[config.mk]
export PLATFORM = sky130hd
export DESIGN_NAME = universal_shift_burst_reg
export DESIGN_NICKNAME = d
export VERILOG_FILES = /design/src/rtl/universal_shift_burst_reg_pkg.sv /design/src/rtl/universal_shift_burst_reg_shift_step.sv /design/src/rtl/universal_shift_burst_reg.sv
export SDC_FILE = /design/constraint.sdc
export NUM_CORES = 1
export LEC_CHECK = 0
export CAP_MARGIN = 20
export CORE_MARGIN = 4
export CORE_UTILIZATION = 30
export DETAILED_ROUTE_END_ITERATION = 16
export HOLD_SLACK_MARGIN = 0.02
export SLEW_MARGIN = 10
export SYNTH_ARGS = -nofsm -noshare
export SYNTH_HDL_FRONTEND = slang
export SYNTH_SLANG_ARGS = --single-unit
[constraint.sdc]
create_clock -name clk_i -period 1.9 [get_ports clk_i]
set_clock_uncertainty 0.05 [all_clocks]
set_input_delay 0.285 -clock clk_i [delete_from_list [all_inputs] [get_ports clk_i]]
set_output_delay 0.285 -clock clk_i [all_outputs]
set_load 0.02 [all_outputs]
[src/rtl/universal_shift_burst_reg_pkg.sv]
// Shared encodings for the universal shift/burst register: operation modes and FSM states.
package universal_shift_burst_reg_pkg;

  typedef enum logic [2:0] {
    ModeHold = 3'd0,
    ModeShl  = 3'd1,
    ModeShr  = 3'd2,
    ModeRol  = 3'd3,
    ModeRor  = 3'd4,
    ModeAsr  = 3'd5
  } mode_e;

  typedef enum logic [0:0] {
    StIdle = 1'b0,
    StRun  = 1'b1
  } state_e;

endpackage

[src/rtl/universal_shift_burst_reg_shift_step.sv]
// One combinational shift/rotate step; shift_o flags modes that actually move bits.
module universal_shift_burst_reg_shift_step
  import universal_shift_burst_reg_pkg::*;
#(
  parameter int unsigned WIDTH = 8
) (
  input  logic [WIDTH-1:0] q_i,
  input  logic [2:0]       mode_i,
  input  logic             ser_in_l_i,
  input  logic             ser_in_r_i,
  output logic [WIDTH-1:0] next_q_o,
  output logic             out_bit_o,
  output logic             shift_o
);

  always_comb begin
    next_q_o  = q_i;
    out_bit_o = 1'b0;
    shift_o   = 1'b0;
    case (mode_i)
      ModeShl: begin
        next_q_o  = {q_i[WIDTH-2:0], ser_in_l_i};
        out_bit_o = q_i[WIDTH-1];
        shift_o   = 1'b1;
      end
      ModeShr: begin
        next_q_o  = {ser_in_r_i, q_i[WIDTH-1:1]};
        out_bit_o = q_i[0];
        shift_o   = 1'b1;
      end
      ModeRol: begin
        next_q_o  = {q_i[WIDTH-2:0], q_i[WIDTH-1]};
        out_bit_o = q_i[WIDTH-1];
        shift_o   = 1'b1;
      end
      ModeRor: begin
        next_q_o  = {q_i[0], q_i[WIDTH-1:1]};
        out_bit_o = q_i[0];
        shift_o   = 1'b1;
      end
      ModeAsr: begin
        next_q_o  = {q_i[WIDTH-1], q_i[WIDTH-1:1]};
        out_bit_o = q_i[0];
        shift_o   = 1'b1;
      end
      // Hold and the reserved codes leave q and the serial output untouched.
      default: ;
    endcase
  end

endmodule

[src/rtl/universal_shift_burst_reg.sv]
// Universal shift register with parallel load, single-step shifting and counted bursts.
module universal_shift_burst_reg
  import universal_shift_burst_reg_pkg::*;
#(
  parameter int unsigned    WIDTH     = 8,
  parameter logic [WIDTH-1:0] RESET_VAL = '0,
  localparam int unsigned   CNT_W     = $clog2(WIDTH + 1)
) (
  input  logic             clk_i,
  input  logic             reset_ni,
  input  logic [WIDTH-1:0] d_i,
  input  logic             load_i,
  input  logic [2:0]       mode_i,
  input  logic             ser_in_l_i,
  input  logic             ser_in_r_i,
  input  logic             shift_en_i,
  input  logic             start_i,
  input  logic [CNT_W-1:0] amount_i,
  output logic [WIDTH-1:0] q_o,
  output logic             ser_out_o,
  output logic             busy_o,
  output logic             done_o
);

  state_e           state_q;
  logic [WIDTH-1:0] q_q;
  logic             ser_out_q;
  logic             busy_q;
  logic             done_q;
  logic [CNT_W-1:0] rem_q;
  logic [2:0]       mode_r_q;

  logic [2:0]       step_mode;
  logic [WIDTH-1:0] step_q;
  logic             step_out;
  logic             step_shift;

  // A running burst keeps its latched mode; otherwise the live mode drives the step.
  assign step_mode = (state_q == StRun) ? mode_r_q : mode_i;

  universal_shift_burst_reg_shift_step #(
    .WIDTH(WIDTH)
  ) u_step (
    .q_i       (q_q),
    .mode_i    (step_mode),
    .ser_in_l_i(ser_in_l_i),
    .ser_in_r_i(ser_in_r_i),
    .next_q_o  (step_q),
    .out_bit_o (step_out),
    .shift_o   (step_shift)
  );

  always_ff @(posedge clk_i or negedge reset_ni) begin
    if (!reset_ni) begin
      state_q   <= StIdle;
      q_q       <= RESET_VAL;
      ser_out_q <= 1'b0;
      busy_q    <= 1'b0;
      done_q    <= 1'b0;
      rem_q     <= '0;
      mode_r_q  <= ModeHold;
    end else begin
      done_q <= 1'b0;
      if (load_i) begin
        q_q <= d_i;
        if (state_q == StRun) begin
          state_q <= StIdle;
          busy_q  <= 1'b0;
          rem_q   <= '0;
        end
      end else if (state_q == StRun) begin
        q_q   <= step_q;
        rem_q <= rem_q - CNT_W'(1);
        if (step_shift) begin
          ser_out_q <= step_out;
        end
        if (rem_q == CNT_W'(1)) begin
          state_q <= StIdle;
          busy_q  <= 1'b0;
          done_q  <= 1'b1;
        end
      end else if (start_i) begin
        if (amount_i == '0) begin
          done_q <= 1'b1;
        end else begin
          // The first shift of the burst lands on the accepting edge.
          q_q      <= step_q;
          mode_r_q <= mode_i;
          rem_q    <= amount_i - CNT_W'(1);
          if (step_shift) begin
            ser_out_q <= step_out;
          end
          if (amount_i == CNT_W'(1)) begin
            done_q <= 1'b1;
          end else begin
            state_q <= StRun;
            busy_q  <= 1'b1;
          end
        end
      end else if (shift_en_i) begin
        q_q <= step_q;
        if (step_shift) begin
          ser_out_q <= step_out;
        end
      end
    end
  end

  assign q_o       = q_q;
  assign ser_out_o = ser_out_q;
  assign busy_o    = busy_q;
  assign done_o    = done_q;

  busy_done_exclusive: assert property (@(posedge clk_i) disable iff (!reset_ni)
    !(busy_o && done_o));

  busy_tracks_state: assert property (@(posedge clk_i) disable iff (!reset_ni)
    busy_o == (state_q == StRun));

endmodule

==> flow_summary.yaml, run 1 <==
route:
  ant_nets: 0
  first_pass_iters: 4
  wl_per_cell_um: 13.34
  vias_per_cell: 4.929
  route.detailed.drc: 0
  drt_iter0_markers: 61
  vias: 1316
  routed_wirelength_mm: 3.563
timing:
  max_slew_margin_pct: 70.60
  fmax_mhz: 555.1
  whs_ns: 0.3210
  finalWorstSetupSlack_ns: 0.09848
  rsz0062_at_grt: "no"
  final_max_slew_viol_count: 0
  post-route-min-period_ns: 1.802
  worst_slew_pin_slew_ns: 0.4389
  hold_violations: 0
  report.final.setup_viol: 0
  min_period_over_period_pct: 94.82
placement:
  dp_hpwl_mm: 2.800
  port_buffers: 32
  dpl_cell_area_um2: 2018
  dp_slack_ns: -0.2176
  gp_congestion: 0.8065
clock_tree:
  cts-root-buf: "clkbuf_8"
  clk_pin_slew_ns: 0.07
  htree_num_levels: 1
  cts.path.max_buffers: 2
  cts-buffers-inserted: 3
  cts_tree: "yes"
  cts_sinks: 19
  clock_latency_ns: 0.25
die:
  initial_core_util_pct: 31.94
  pin_count: 33
  coreArea_um2: 4474
  placementRows: 24
  fp.dieH_um: 77.02
  die_x_um: 77.02
  dieArea_um2: 5931
synthesis:
  synthesis.area_um2: 1429
  ys_types: 42
  avgSynthCellArea_um2: 9.043
  synth_simple_gate_area_share_pct: 15.94
  yosys_warnings: 0
  synth_xor_area_share_pct: 4.291
  dominantRegCellSynth: "dfrtp_1"
  synth_seq_cells: 19
  synth_nets: 185
  async_flop_share_pct: 100.0
  synthMuxAreaShare_pct: 7.881
  synth_top_family_by_area: "compound AO/OA/AOI/OAI gates"
  synthAdderAreaFrac_pct: 4.378
  synth_cells: 158
  synth_edf_count: 0
  synth_compound_area_share_pct: 27.15
  ys_seq_area_share_pct: 33.27
global_routing:
  grt_pass1_wl_mm: 6.230
  antenna_found_initial: 0
  grt_max_degree: 20
  grt_overflow_total: 0
  grtUsageTotal_pct: 12.66
  grt_pass1_vias: 1341
cells_and_area:
  antenna_cells: 0
  final_common_cell: "clkdlybuf4s50_1"
  fin_util_pct: 46.20
  nets: 243
  seqCellArea_um2: 475.5
  mostFrequentLayoutCells: "clkdlybuf4s50_1 (32), buf_4 (29), dfrtp_1 (19), nor2_1 (13)"
  layout-drive-gt1-share_pct: 22.33
  multi_input_area_um2: 855.8
  design_area_um2: 2067
  fillCellCount: 447
  syn2layout_area_growth_pct: 44.66
status:
  status: "finished, final reports clean"
power:
  power_frac_comb_pct: 46.9
  swShare_pct: 36.71
  finalPower_mw: 1.677
  p_int_mw: 1.061
  power_density_nw_per_um2: 811.1
  p_clk_share_pct: 16.7
  leakagePower_nw: 0.8580
  ir_worst_vdd_uv: 273.4
  p_seq_share_pct: 36.4
  switchingPower_mw: 0.6154
critical_path:
  start_kind: "input port"
  crit_required_ns: 1.99
  criticalPathCategory: "in -> reg"
  rrSetupSlack_ns: 0.16
  cp-end-kind: "register"
  cp_max_fo: 4
  cp.arrival_ns: 1.89
run:
  maxCapViolations: 0
min_path:
  min_path_type: "in -> async"
==> worst max-delay path: stages <==
cell,delay (ns)
clkdlybuf4s50_1,0.47
inv_1,0.06
ha_1,0.20
nand4bb_1,0.11
a21oi_2,0.09
buf_4,0.15
a21oi_1,0.19
nor3b_1,0.08
a221o_1,0.26
==> sequential cells by signal, summed over array words and instances (netlist names) <==
name and count:
q_o 8, rem_q 4, ser_out_o 1, state_q 1
busy_o 1, mode_r_q 3, done_o 1
==> metal layers <==
metal  part of all wire (%)  up-vias  wire [um]  track usage [%]
met5                      0        -          0                0
met4                   0.98        0         35            3.381
met3                    4.5        4        160            2.927
met2                     47       26       1662            20.64
met1                     48      608       1705            16.82
li1                       -      678          -                -
==> layout make-up <==
| class | instances | share of cell area (%) |
|---|---|---|
| clock buffers | 4 | 2.179 |
| inverters | 12 | 2.300 |
| multi-input cells | 117 | 41.40 |
| flip-flops and latches | 19 | 23.00 |
| well taps | 52 | 3.148 |
| repair buffers | 63 | 27.97 |
==> stage by stage <==
step,std cells,TNS [ns]
final,267,0
after floorplan,158,0
after detailed placement,263,-1.874
after CTS,267,0
after global routing,267,0
after global placement,263,-1.520
==> power groups by stage <==
stage                     logic (mW)  registers, mW  clock network [mW]
final                          0.786          0.610               0.280
after global routing           0.861          0.627               0.314
after CTS                      0.793          0.608               0.295
after detailed placement       0.791          0.615                   0
after global placement         0.778          0.614                   0
after floorplan                0.433          0.638                   0
==> final timing paths <==
kind	start	endpoint	cells past startpoint
worst max-delay path	amount_i[0]	q_o[0]	9
worst min-delay path	reset_ni	q_o[2]	2
worst max register to register	state_q	q_o[0]	6
worst min register to register	ser_out_o	ser_out_o	2
max in group asynchronous	reset_ni	rem_q[1]	2
min in group clk_i	ser_out_o	ser_out_o	2
==> cells in the mapped netlist (2+ instances only) <==
master,count,share of area (%)
nor2b_1,6,2.6
nand2_1,7,1.8
o32ai_1,3,1.8
dfrtp_1,19,33
nor2_1,13,3.4
mux2i_1,9,6.3
inv_1,11,2.9
a21oi_1,12,4.2
nor3b_1,5,2.6
ha_1,5,4.4
a31oi_1,3,1.3
nor3_1,6,2.1
buf_2,4,1.4
mux2_2,2,1.6
o21ai_0,7,2.5
xnor2_1,6,3.7
a21oi_2,4,2.5
or2_1,2,0.88
a211oi_1,3,1.6
o22ai_1,4,1.8
clkbuf_1,4,1.1
a211oi_2,3,2.6
==> logic make-up after synthesis <==
logic type	after synthesis
XOR/XNOR	7
adder cells (fa/ha/maj)	5
flip-flops	19
AO/OA/AOI/OAI	50
AND/OR/NAND/NOR	44
multiplexers	11
buffers and inverters	22
==> timing repair <==
action | CTS | global route
endpoints found under the setup margin | 0 | 2
resized for setup | 0 | 1
hold buffers | 0 | 0
setup buffers | 0 | 0
Power figures use the tool's default switching activity.
==> inputs of run 2 (changes only) <==
--- a/config.mk
+++ b/config.mk
@@ -6,10 +6,13 @@
 export NUM_CORES = 1
 export LEC_CHECK = 0
 export CAP_MARGIN = 20
+export CELL_PAD_IN_SITES_DETAIL_PLACEMENT = 1
+export CELL_PAD_IN_SITES_GLOBAL_PLACEMENT = 2
 export CORE_MARGIN = 4
 export CORE_UTILIZATION = 30
 export DETAILED_ROUTE_END_ITERATION = 16
 export HOLD_SLACK_MARGIN = 0.02
+export PLACE_DENSITY_LB_ADDON = 0.1
 export SLEW_MARGIN = 10
 export SYNTH_ARGS = -nofsm -noshare
 export SYNTH_HDL_FRONTEND = slang
==> flow_summary.yaml, run 2 (synthesis gave the netlist of run 1 again) <==
die:
  coreArea_um2: 4474
  dieArea_um2: 5931
  die_x_um: 77.02
  fp.dieH_um: 77.02
  pin_count: 33
  initial_core_util_pct: 31.94
  placementRows: 24
route:
  wl_met2_mm: 2.230
  ant_nets: 0
  wl_per_cell_um: 16.59
  first_pass_iters: 4
  route.detailed.drc: 0
  routed_wirelength_mm: 4.381
  vias: 1365
  drt_iter0_markers: 35
  highest_layer: "met4"
  wl_met1_mm: 1.978
  vias_per_cell: 5.170
  wl_met3_um: 149
clock_tree:
  cts_sinks: 19
  cts-buffers-inserted: 3
  hold_buffers: 0
  cts.path.max_buffers: 2
  cts_setup_buffers: 0
  htree_num_levels: 1
  cts-root-buf: "clkbuf_8"
  clock_latency_ns: 0.26
  cts_tree: "yes"
  clk_pin_slew_ns: 0.08
power:
  ir_worst_vdd_uv: 527.2
  leakagePower_nw: 0.8786
  power_density_nw_per_um2: 817.9
critical_path:
  slowest_stage: "dfrtp_2"
  crit_required_ns: 2.04
  cpPeakStageDelay_ns: 0.48
  criticalPathCategory: "reg -> reg"
  cp.arrival_ns: 1.92
  cp_max_fo: 7
  cp-end-kind: "register"
  worstReg2RegStart: "state_q"
  start_kind: "register"
  critical_path.cell_chain: "or2_1 > o32a_4 > a211oi_4 > buf_12 > a211oi_2 > a21oi_1"
  cp-startpoint: "state_q"
global_routing:
  grtUsageTotal_pct: 15.38
  grt_overflow_total: 0
  grt_max_degree: 20
  antenna_found_initial: 0
  grt_pass1_wl_mm: 7.417
  grt_pass1_vias: 1478
placement:
  dp_cells: 259
  gp_congestion: 0.8290
  dp_hpwl_mm: 3.429
  dp_slack_ns: -0.3457
  port_buffers: 32
cells_and_area:
  seqCellArea_um2: 476.7
  largest_reg_flops: 8
  antenna_cells: 0
  final_cell_count_no_fill: 264
  nets: 240
  mostFrequentLayoutCells: "clkdlybuf4s50_1 (29), buf_4 (24), dfrtp_1 (18), nor2_1 (13), a21oi_1 (11)"
  multi_input_area_um2: 893.4
  fin_util_pct: 47.34
  syn2layout_area_growth_pct: 48.25
  layout-drive-gt1-share_pct: 24.53
  final_common_cell: "clkdlybuf4s50_1"
  fillCellCount: 517
timing:
  worst_slew_pin_slew_ns: 0.4472
  rsz0062_at_grt: "no"
  fmax_mhz: 559.3
  min_period_over_period_pct: 94.11
  final_max_slew_viol_count: 0
  max_slew_margin_pct: 70.12
  post-route-min-period_ns: 1.788
  report.final.setup_viol: 0
  hold_violations: 0
  finalWorstSetupSlack_ns: 0.1120
min_path:
  min_path_type: "in -> async"
run:
  maxCapViolations: 0
status:
  status: "finished, final reports clean"
==> run 2: changes by cell type in the layout (fill, tap and decap cells not counted), sizes merged <==
cell           delta
clkdlybuf4s50     -3
clkinv            +1
dlygate4sd2       +1
dlymetal6s2s      +2
buf               -4
==> run 2: path summary, 6_finish.rpt <==
check,to,slack [ns],depth (start not counted)
max,q_o[1],0.11,6
min,q_o[3],0.30,2
max reg2reg,q_o[1],0.11,6
min reg2reg,ser_out_o,0.48,2
max in group asynchronous,state_q,1.26,2
min in group clk_i,mode_r_q[2],0.43,4
==> run 2: where the power goes <==
group | switching (mW) | internal [mW] | total [mW]
Sequential | 0.116 | 0.498 | 0.614
Combinational | 0.402 | 0.434 | 0.836
Clock | 0.137 | 0.146 | 0.283
Total | 0.655 | 1.08 | 1.73
==> run 2: routing by layer <==
layer | up-vias | GRT usage (%)
met5 | - | 0
met4 | 0 | 2.669
li1 | 675 | -
met3 | 4 | 3.630
met1 | 665 | 19.36
met2 | 21 | 27.00
==> run 2: worst max-delay path: cells and delay by family, from the launching register on <==
kind	cells	cell delay (ns)
buf+inv	1	0.18
simple gates	1	0.26
flops	1	0.48
compound gates	4	0.76
==> run 2: metrics by stage <==
step                TNS (ns)  total power, mW  hold WS, ns  area (um^2)
detailed placement    -2.556            1.434       0.4713         2001
global route               0            1.867       0.3279         2118
global placement      -2.195            1.400       0.4639         2001
CTS                        0            1.735       0.3056         2057
floorplan                  0            1.071     -0.06059         1429
finish                     0            1.733       0.3024         2118
==> run 2: cell type report <==
cell class / instances / share of cell area (%)
clock buffers: 3 / 1.949
clock inverters: 1 / 0.2363
inverters: 12 / 2.245
multi-input cells: 117 / 42.17
flip-flops and latches: 19 / 22.50
well taps: 52 / 3.071
repair buffers: 60 / 27.82
==> run 2: what timing repair did <==
| item | CTS | global route |
|---|---|---|
| gates cloned | 0 | 1 |
| pin swaps | 0 | 5 |
| endpoints found under the setup margin | 3 | 4 |
| resized for setup | 3 | 9 |
==> inputs of run 3 (changes only) <==
--- a/config.mk
+++ b/config.mk
@@ -5,7 +5,6 @@
 export SDC_FILE = /design/constraint.sdc
 export NUM_CORES = 1
 export LEC_CHECK = 0
-export CAP_MARGIN = 20
 export CELL_PAD_IN_SITES_DETAIL_PLACEMENT = 1
 export CELL_PAD_IN_SITES_GLOBAL_PLACEMENT = 2
 export CORE_MARGIN = 4
@@ -13,6 +12,7 @@
 export DETAILED_ROUTE_END_ITERATION = 16
 export HOLD_SLACK_MARGIN = 0.02
 export PLACE_DENSITY_LB_ADDON = 0.1
+export REMOVE_ABC_BUFFERS = 1
 export SLEW_MARGIN = 10
 export SYNTH_ARGS = -nofsm -noshare
 export SYNTH_HDL_FRONTEND = slang
==> constraint.sdc (replaced) <==
create_clock -name clk_i -period 1.9 [get_ports clk_i]
set_clock_uncertainty 0.05 [all_clocks]
set_input_delay 0.38 -clock clk_i [delete_from_list [all_inputs] [get_ports clk_i]]
set_output_delay 0.38 -clock clk_i [all_outputs]
set_load 0.02 [all_outputs]
==> flow_summary.yaml, run 3 (synthesis gave the netlist of run 1 again) <==
status:
  status: "finished, final reports clean"
cells_and_area:
  syn2layout_area_growth_pct: 47.99
  largest_reg_flops: 8
  nets: 241
  layout-drive-gt1-share_pct: 26.29
  final_cell_count_no_fill: 265
  antenna_cells: 0
  fillCellCount: 519
  final_common_cell: "clkdlybuf4s50_1"
  mostFrequentLayoutCells: "clkdlybuf4s50_1 (27), buf_4 (26), dfrtp_1 (18), nor2_1 (12), a21oi_1 (10)"
  multi_input_area_um2: 904.6
  seqCellArea_um2: 476.7
  fin_util_pct: 47.26
timing:
  report.final.setup_viol: 0
  fmax_mhz: 549.1
  max_slew_margin_pct: 71.78
  worst_slew_pin_slew_ns: 0.4224
  hold_violations: 0
  min_period_over_period_pct: 95.85
  final_max_slew_viol_count: 0
  post-route-min-period_ns: 1.821
die:
  pin_count: 33
  fp.dieH_um: 77.02
  die_x_um: 77.02
  coreArea_um2: 4474
  initial_core_util_pct: 31.94
  placementRows: 24
  dieArea_um2: 5931
route:
  drt_iter0_markers: 26
  route.detailed.drc: 0
  first_pass_iters: 4
  ant_nets: 0
  vias: 1393
  wl_per_cell_um: 17.15
  routed_wirelength_mm: 4.546
  vias_per_cell: 5.257
critical_path:
  criticalPathCategory: "in -> reg"
  cp-end-kind: "register"
  rrSetupSlack_ns: 0.11
  cp_max_fo: 6
  cp.arrival_ns: 1.92
  critical_path.cell_chain: "clkdlybuf4s50_1 > nor2_2 > buf_4 > o32a_4 > a211oi_4 > buf_6 > buf_16 > a21oi_1"
  slowest_stage: "clkdlybuf4s50_1"
  crit_required_ns: 2.00
  cpPeakStageDelay_ns: 0.49
  critPathTopFamily: "buffers and inverters"
  start_kind: "input port"
  cp_num_buf_inv: 4
clock_tree:
  cts-buffers-inserted: 3
  cts.path.max_buffers: 2
  clk_pin_slew_ns: 0.07
  htree_num_levels: 1
  cts_tree: "yes"
  clock_latency_ns: 0.26
  cts-root-buf: "clkbuf_8"
  cts_sinks: 19
power:
  leakagePower_nw: 0.8803
  power_density_nw_per_um2: 817.3
  finalPower_mw: 1.728
  ir_worst_vdd_uv: 372.3
placement:
  dp_cells: 259
  port_buffers: 32
  gp_congestion: 0.8423
  dp_hpwl_mm: 3.455
min_path:
  min_path_type: "in -> async"
global_routing:
  grtUsageTotal_pct: 16.07
  antenna_found_initial: 0
  grt_pass1_vias: 1564
  grt_pass1_wl_mm: 7.686
  grt_overflow_total: 0
  grt_max_degree: 20
run:
  maxCapViolations: 0
## run 3: through the flow
step,area (um^2),setup WS (ns),TNS (ns),hold WS (ns)
3_3_place_gp,1976,-0.3271,-3.064,0.4537
5_1_grt,2115,-0.00001998,-0.00001998,0.4104
2_1_floorplan,1375,-0.2757,-1.964,0.03441
6_report,2115,0.07887,0,0.3979
3_5_place_dp,1976,-0.4508,-4.746,0.4655
4_1_cts,2076,0.001436,0,0.4040
## run 3: repair_timing
action / in CTS / in global routing
buffers inserted: 1 / 0
gates resized for setup: 11 / 10
endpoints found under the hold margin: 0 / 0
gates cloned: 1 / 0
pin swaps: 2 / 2
hold buffers: 0 / 0
setup endpoints to repair: 8 / 10
## run 3: power breakdown
part	internal [mW]	switching, mW
sequential	0.498	0.113
combinational	0.420	0.406
clock	0.150	0.141
total	1.07	0.660
## run 3: final cells by class
cell class              instances  area share, %
clock buffers                   4          2.130
inverters                      12          2.249
multi-input cells             117          42.78
flip-flops and latches         19          22.54
well taps                      52          3.077
repair buffers                 61          27.22
## run 3: per-layer routing
metal  track usage (%)  share of wire [%]
met1             19.25                 44
met2             27.96                 50
met3             4.450                4.6
met4             4.804                1.2
met5                 0                  0
## run 3: path summary, 6_finish.rpt
kind	cells past startpoint	start	to
min in group clk_i	2	ser_out_o	ser_out_o
min	2	reset_ni	q_o[2]
min reg2reg	2	ser_out_o	ser_out_o
max in group asynchronous	2	reset_ni	state_q
max	8	mode_i[0]	q_o[1]
max reg2reg	6	state_q	q_o[5]
